File: src/rtl/key_inject_arb.sv
// Merges host keyboard events with a queued stream of injected key presses.
// Host events always pass through in one cycle; injected keys are timed press/hold/release/gap.
module key_inject_arb #(
    parameter logic [15:0] HOLD_CYCLES = 16'd50000,
    parameter logic [15:0] GAP_CYCLES  = 16'd50000,
    parameter int          FIFO_DEPTH  = 16
) (
    input  logic       clk_sys,
    input  logic       reset,
    input  logic       hk_strobe,
    input  logic       hk_pressed,
    input  logic       hk_extended,
    input  logic [7:0] hk_code,
    input  logic       inj_wr,
    input  logic [8:0] inj_data,
    input  logic       inj_abort,
    output logic       inj_full,
    output logic       inj_busy,
    output logic       key_strobe,
    output logic       key_pressed,
    output logic       key_extended,
    output logic [7:0] key_code
);
    localparam int          AW        = $clog2(FIFO_DEPTH);
    localparam logic [AW:0] DEPTH_C   = (AW + 1)'(FIFO_DEPTH);
    localparam logic [15:0] HOLD_LAST = (HOLD_CYCLES == 16'd0) ? 16'd0 : HOLD_CYCLES - 16'd1;
    localparam logic [15:0] GAP_LAST  = (GAP_CYCLES == 16'd0) ? 16'd0 : GAP_CYCLES - 16'd1;

    typedef enum logic [2:0] {S_IDLE, S_PRESS, S_HOLD, S_RELEASE, S_GAP} state_t;

    state_t        state, state_n;
    logic [15:0]   cnt, cnt_n;
    logic          quick, quick_n;
    logic [8:0]    mem [FIFO_DEPTH];
    logic [AW-1:0] wr_ptr, rd_ptr;
    logic [AW:0]   count, count_n;
    logic [8:0]    cur;
    logic          pop, push, emit, emit_press, is_pause;

    assign is_pause = (cur == 9'h000);

    // A full queue still accepts a write when the head is popped in the same cycle.
    always_comb begin
        pop  = (state == S_IDLE) && (count != '0) && !inj_abort;
        push = inj_wr && !inj_abort && ((count != DEPTH_C) || pop);
        if (inj_abort)
            count_n = '0;
        else
            count_n = count + {{AW{1'b0}}, push} - {{AW{1'b0}}, pop};
    end

    always_ff @(posedge clk_sys) begin
        if (push)
            mem[wr_ptr] <= inj_data;
    end

    always_ff @(posedge clk_sys) begin
        if (reset) begin
            wr_ptr <= '0;
            rd_ptr <= '0;
            count  <= '0;
            cur    <= 9'h000;
        end else begin
            count <= count_n;
            if (inj_abort) begin
                rd_ptr <= wr_ptr;
            end else begin
                if (push) wr_ptr <= wr_ptr + 1'b1;
                if (pop) begin
                    rd_ptr <= rd_ptr + 1'b1;
                    cur    <= mem[rd_ptr];
                end
            end
        end
    end

    always_ff @(posedge clk_sys) begin
        if (reset) begin
            state <= S_IDLE;
            cnt   <= 16'd0;
            quick <= 1'b0;
        end else begin
            state <= state_n;
            cnt   <= cnt_n;
            quick <= quick_n;
        end
    end

    // quick marks an aborted entry whose break is still owed; it skips GAP.
    always_comb begin
        state_n    = state;
        cnt_n      = cnt;
        quick_n    = quick;
        emit       = 1'b0;
        emit_press = 1'b0;
        case (state)
            S_IDLE: begin
                quick_n = 1'b0;
                if (pop) state_n = S_PRESS;
            end
            S_PRESS: begin
                if (inj_abort) begin
                    state_n = S_IDLE;
                end else if (is_pause) begin
                    state_n = S_HOLD;
                    cnt_n   = 16'd0;
                end else if (!hk_strobe) begin
                    emit       = 1'b1;
                    emit_press = 1'b1;
                    state_n    = S_HOLD;
                    cnt_n      = 16'd0;
                end
            end
            S_HOLD: begin
                if (inj_abort && !is_pause) begin
                    state_n = S_RELEASE;
                    quick_n = 1'b1;
                end else if (inj_abort) begin
                    state_n = S_IDLE;
                end else if (cnt == HOLD_LAST) begin
                    state_n = S_RELEASE;
                end else begin
                    cnt_n = cnt + 16'd1;
                end
            end
            S_RELEASE: begin
                if (is_pause) begin
                    state_n = inj_abort ? S_IDLE : S_GAP;
                    cnt_n   = 16'd0;
                end else if (!hk_strobe) begin
                    emit    = 1'b1;
                    state_n = (inj_abort || quick) ? S_IDLE : S_GAP;
                    cnt_n   = 16'd0;
                end else if (inj_abort) begin
                    quick_n = 1'b1;
                end
            end
            S_GAP: begin
                if (inj_abort || (cnt == GAP_LAST))
                    state_n = S_IDLE;
                else
                    cnt_n = cnt + 16'd1;
            end
            default: state_n = S_IDLE;
        endcase
    end

    always_ff @(posedge clk_sys) begin
        if (reset) begin
            key_strobe   <= 1'b0;
            key_pressed  <= 1'b0;
            key_extended <= 1'b0;
            key_code     <= 8'h00;
            inj_full     <= 1'b0;
            inj_busy     <= 1'b0;
        end else begin
            key_strobe <= hk_strobe || emit;
            if (hk_strobe) begin
                key_pressed  <= hk_pressed;
                key_extended <= hk_extended;
                key_code     <= hk_code;
            end else if (emit) begin
                key_pressed  <= emit_press;
                key_extended <= cur[8];
                key_code     <= cur[7:0];
            end
            inj_full <= (count_n == DEPTH_C);
            inj_busy <= (count_n != '0) || (state_n != S_IDLE);
        end
    end
endmodule

File: config.mk
export PLATFORM = sky130hd
export DESIGN_NAME = key_inject_arb
export DESIGN_NICKNAME = d
export VERILOG_FILES = /design/src/rtl/key_inject_arb.sv
export SDC_FILE = /design/constraint.sdc
export NUM_CORES = 1
export LEC_CHECK = 0
export ABC_AREA = 1
export CELL_PAD_IN_SITES_DETAIL_PLACEMENT = 0
export CELL_PAD_IN_SITES_GLOBAL_PLACEMENT = 1
export CORE_ASPECT_RATIO = 2
export CORE_MARGIN = 1.5
export CORE_UTILIZATION = 48
export CTS_CLUSTER_SIZE = 20
export DETAILED_ROUTE_END_ITERATION = 10
export PLACE_DENSITY_LB_ADDON = 0.1
export SLEW_MARGIN = 10
export SYNTH_ARGS = -nofsm -noshare
export SYNTH_HDL_FRONTEND = slang
export SYNTH_SLANG_ARGS = --single-unit
export TNS_END_PERCENT = 5
File: constraint.sdc
create_clock -name clk_sys -period 3.3 [get_ports clk_sys]
set_clock_uncertainty 0.2 [all_clocks]
set_input_delay 0.495 -clock clk_sys [delete_from_list [all_inputs] [get_ports clk_sys]]
set_output_delay 0.495 -clock clk_sys [all_outputs]
set_load 0.01 [all_outputs]
# == Word level (Yosys, flattened, before mapping) ==
# Memory sizes are Yosys's and may differ from the RTL's. A register that Yosys moved wholly into a read port is not among the register bits.
# Index checks and enable logic that the tools add are counted.
# classes
addsub,5
n_eq_ne,16
n_mux,44
bitwise_logic,1
reduce_logical,25
# op_table
op,count
16-bit 2-to-1 mux,7
16-bit case mux with 4 select lines,1
3-bit 2-to-1 mux,12
"2-bit != test, second input constant",9
"16-bit by 1-bit adder with 16-bit output, second input constant",1
"16-bit == test, second input constant",1
1-bit 2-to-1 mux,16
8-bit 2-to-1 mux,2
3-bit case mux with 5 select lines,1
5-bit nonzero test,2
9-bit zero test,1
"4-bit by 1-bit adder with 4-bit output, second input constant",2
4-bit 2-to-1 mux,2
"3-bit by 2-bit == test with 1-bit output, second input constant",2
6-bit AND reduction,1
3-bit nonzero test,2
5-bit by 1-bit adder with 5-bit output,1
"5-bit == test, second input constant",1
1-bit logical AND,5
1-bit logical OR,5
5-bit 2-to-1 mux,1
"5-bit != test, second input constant",1
5-bit AND reduction,1
5-bit by 1-bit subtractor with 5-bit output,1
other kinds (10),13
# word_totals
reg_bits,46
ram_bits,144
inputBits,24
out_inout_bits,13
word_cells,104
n_memories,1
# mem_list
name,words,width,read_ports,rd_ports_with_merged_regs,wr,line_no,text
mem,16,9,1,1,1,34,logic [8:0] mem [FIFO_DEPTH];

# == Longest topological paths before layout ==
# logic_depth
word_depth,10
mapped_depth,21
depth_no_buf,21

# == Worst setup path after synthesis ==
# No wires, ideal clock.
# synth_timing
path_kind,flip-flop to flip-flop
startpoint,reg count[3]
endpoint,reg inj_busy
setup_time_ns,0.123
arrival_ns,2.493
required_ns,2.977
path_slack_ns,0.485
path_stages_with_launch,22
n_path_buf,1
synth_period_minus_slack_ns,2.815
path_cell_list,dfxtp_1 inv_1 ha_1 nand2_1 nor2_1 nand2_1 nand2_1 nor2_1 buf_2 nand2_1 nand2_1 ha_1 fa_1 nand2_1 nand2_1 nand2_1 nand2_1 or2_2 nand3_1 nor2_1 a21oi_1 nand3_1
# synth_between
elab_chain_len,10
elab_cells_between_ends,14
classes_between,2 x add/sub; 1 x eq/ne; 3 x mux; 8 x reduce/logical
# synth_lines
item,line_no,text
"start, declared",36,"logic [AW:0] count, count_n;"
"start signal, assigned",64,count <= count_n;
5-bit nonzero test,44,pop = (state == S_IDLE) && (count != '0) && !inj_abort;
1-bit logical AND (2 in series),44,
1-bit logical OR,45,push = inj_wr && !inj_abort && ((count != DEPTH_C) || pop);
1-bit logical AND,45,
5-bit by 1-bit adder with 5-bit output,49,"count_n = count + {{AW{1'b0}}, push} - {{AW{1'b0}}, pop};"
5-bit by 1-bit subtractor with 5-bit output,49,
5-bit 2-to-1 mux,46,if (inj_abort)
5-bit nonzero test,168,inj_busy <= (count_n != '0) || (state_n != S_IDLE);
1-bit logical OR *,168,
"end signal, assigned",168,
"end, declared",18,"output logic inj_busy,"
# Mark *: on every way between the ends. The rest lies on a longest branch, timed or not.
# A chain may end at the register's enable or synchronous reset.

# == Final worst setup path ==
# Same ends and word-level chain as after synthesis.

==> out/qor.txt <==
outcome: finished with violations
failing checks: DRC
final hold vios: 0
Die W: 98.98 um
Placer Congestion: 0.8530
Post-synth EDFFs: 144
crit-path most repeated cell: nand2_1
Static Leak: 3.569 nW
VDD IR max: 0.0003700 V
final setup vio count: 0
Setup crit start kind: flip-flop
synth unique cells: 36
Psw: 1.473 mW
nets@finish: 997
top cells by area, synth: edfxtp_1, dfxtp_1, nor2_1
Setup CP Type: reg -> reg
TritonCTS clock tree: yes
I/O Pins: 37
critical-path cell list: inv_1 > ha_1 > nand2_1 > nor2_1 > nand2_1 > nand2_1 > nor2_2 > inv_1 > nand2_1 > nand2_1 > ha_1 > fa_1 > nand2_1 > nand2_1 > nand2_1 > nand2_1 > or2_2 > nand3_1 > nor2_1 > a21oi_1 > nand3_1
Yosys reg bits: 199
switch share: 0.2672
Async SR Flop Fraction: 0
num rows: 70
via-per-instance ratio: 5.581
initial antenna violation count: 0
Ant. Diodes: 0
worst-case reg-to-reg path depth: 21
layout cell share with drive strength beyond 1: 0.08111
Req. time, crit path: 3420 ps
minimum clock period: 2968 ps
worst rel slew slack: 0.4326
Max Freq: 336.9 MHz
Vias: 6641
clock share of power: 0.347
number of routed nets with antenna violations: 0
Comb power frac: 0.147
Tot GR Track Use: 0.2400
sequential share of the synthesized area: 0.6135
drt pass-1 iters: 8
CTS sink cnt: 199
total routed wirelength: 21.80 mm
DRC viols: 4
RSZ-0062 raised after global routing: false
Pwr Density: 546.5 nW/um2
hold buffer count at cts: 0
worst skew pair latency: 430 ps
drt initial violations: 392
worst setup slack after layout: 332.1 ps
Syn Inst Count: 919
CP max stage delay: 410 ps
worst hold slack: 274.3 ps
count leader, synth: nor2_1
H-Tree Level Count: 4
Critical Path End Type: flip-flop
fraction of power consumed by sequential logic: 0.506
pre-CTS setup slack: 112.0 ps
total power: 5.513 mW
ys flop type: edfxtp_1
share of the synthesized area in the top cell type: 0.4890
Reg clk slew, reported paths: 70 ps
Max stage delay cell, worst path: fa_1
worst-path fanout max: 3
synth cell count leaders: nor2_1, edfxtp_1, nand2_1
vias in the first global route: 6741
port buffer count: 36
CTS root buf: clkbuf_16
HPWL after DPL: 15.48 mm
final instance area: 10090 um2
Final Cycle Share: 0.8994
maxcap violations: 0
pins over their slew limit: 0
Max Root-Sink Buffers: 2
Setup TNS Final: 0 ps
WP data arrival: 3080 ps
Die Span Y: 195.0 um
mapped cell area: 8843 um2
post-synthesis net count: 955
pin count of the biggest net entering global routing: 76
Internal: 4.040 mW
per-cell routed wire length: 18.32 um
depth of the worst hold-timing path: 2
Worst-Margin Slew: 850.2 ps
Avg Cell Area, Syn: 9.623 um2
Die ar.: 19300 um2
Area Growth Syn to Fin: 14.06%
Ys Warns: 0
Synth area leader: edfxtp_1
GRT overflow: 0
Initial Utilization: 0.4878
Core Area: 18130 um2
TritonCTS Buffers: 17
first-pass GRT wire length: 35.20 mm
dpl cell area: 9542 um2
class of the worst hold path: reg -> reg
## layout by cell type, fill, tap and decap left out, types with 4 or more instances in the layout
cell type and count:
a31oi_1 14, o21ai_0 84, edfxtp_1 144, inv_2 5, ha_1 11, o221ai_1 5
o21a_1 6, nand4_1 10, nand3_1 70, nor2_1 180, nor3_1 7, a21oi_1 28
nor2_2 4, dfxtp_1 53, o211ai_1 31, xor2_1 8, clkinv_1 5, nand2_1 138
clkdlybuf4s50_1 36, inv_1 56, clkbuf_16 17, buf_4 32
## logic make-up (layout without fill, tap and decap cells)
group	count (synthesis)	after routing	share of synthesized area
adders and majority gates	12	12	0.01783
DFF	199	199	0.6135
xor gates and xnor gates	9	9	0.008914
AOI/OAI and AO/OA	172	172	0.1136
buffers and inverters	108	163	0.04839
and+or+nand+nor	419	419	0.1978
## sequential cells by signal, summed over array words and instances, names as in the netlist
register      flops
state             3
rd_ptr            4
key_pressed       1
cnt              16
inj_busy          1
wr_ptr            4
inj_full          1
quick             1
key_strobe        1
count             5
mem             144
key_code          8
cur               9
key_extended      1
## stage by stage
step / util / cells
2_1_floorplan: - / 919
3_3_place_gp: 0.5263 / 1158
3_5_place_dp: 0.5263 / 1158
4_1_cts: 0.5560 / 1190
5_1_grt: 0.5564 / 1190
6_report: 0.5564 / 1190
## worst max-delay path, delay by kind of cell, from the launching register on
family / cells / cell delay, ps
flops: 1 / 350
simple gates: 15 / 1230
fa+ha+maj: 3 / 800
compound gates: 1 / 160
buf+inv: 2 / 140
## final cells by class
type                       count  area, um2
clock buffer                  19      432.9
clock inverter                13      105.1
fill                        1599       8043
inverter                      62      232.7
multi-input combinational    612       2998
sequential                   199       5428
tap                          216      270.3
timing repair buffer          69      620.6
## worst paths after layout
| check | start | end | slack (ps) |
|---|---|---|---|
| min | key_code[6] | key_code[6] | 270 |
| min reg2reg | key_code[6] | key_code[6] | 270 |
| max reg2reg | count[3] | inj_busy | 330 |
| max | count[3] | inj_busy | 330 |
## per-layer routing
metal	vias to the layer above	routed length, um	GRT usage
met5	-	0	0
met4	0	824	0.1180
met3	45	591	0.03128
met2	140	12640	0.4662
met1	3219	7744	0.2439
li1	3237	-	-
## power groups by stage
stage / clock network [mW] / registers, mW / logic (mW)
6_report: 1.91 / 2.79 / 0.808
4_1_cts: 1.95 / 2.79 / 0.816
5_1_grt: 2.03 / 2.80 / 0.914
2_1_floorplan: 0 / 2.84 / 0.528
3_5_place_dp: 0 / 2.85 / 0.813
3_3_place_gp: 0 / 2.84 / 0.796
## timing repair
action / CTS / global route
setup buffers: 0 / 0
endpoints found under the setup margin: 0 / 1
gates resized for setup: 0 / 2
Note: power is estimated with default switching activity, not from simulation.
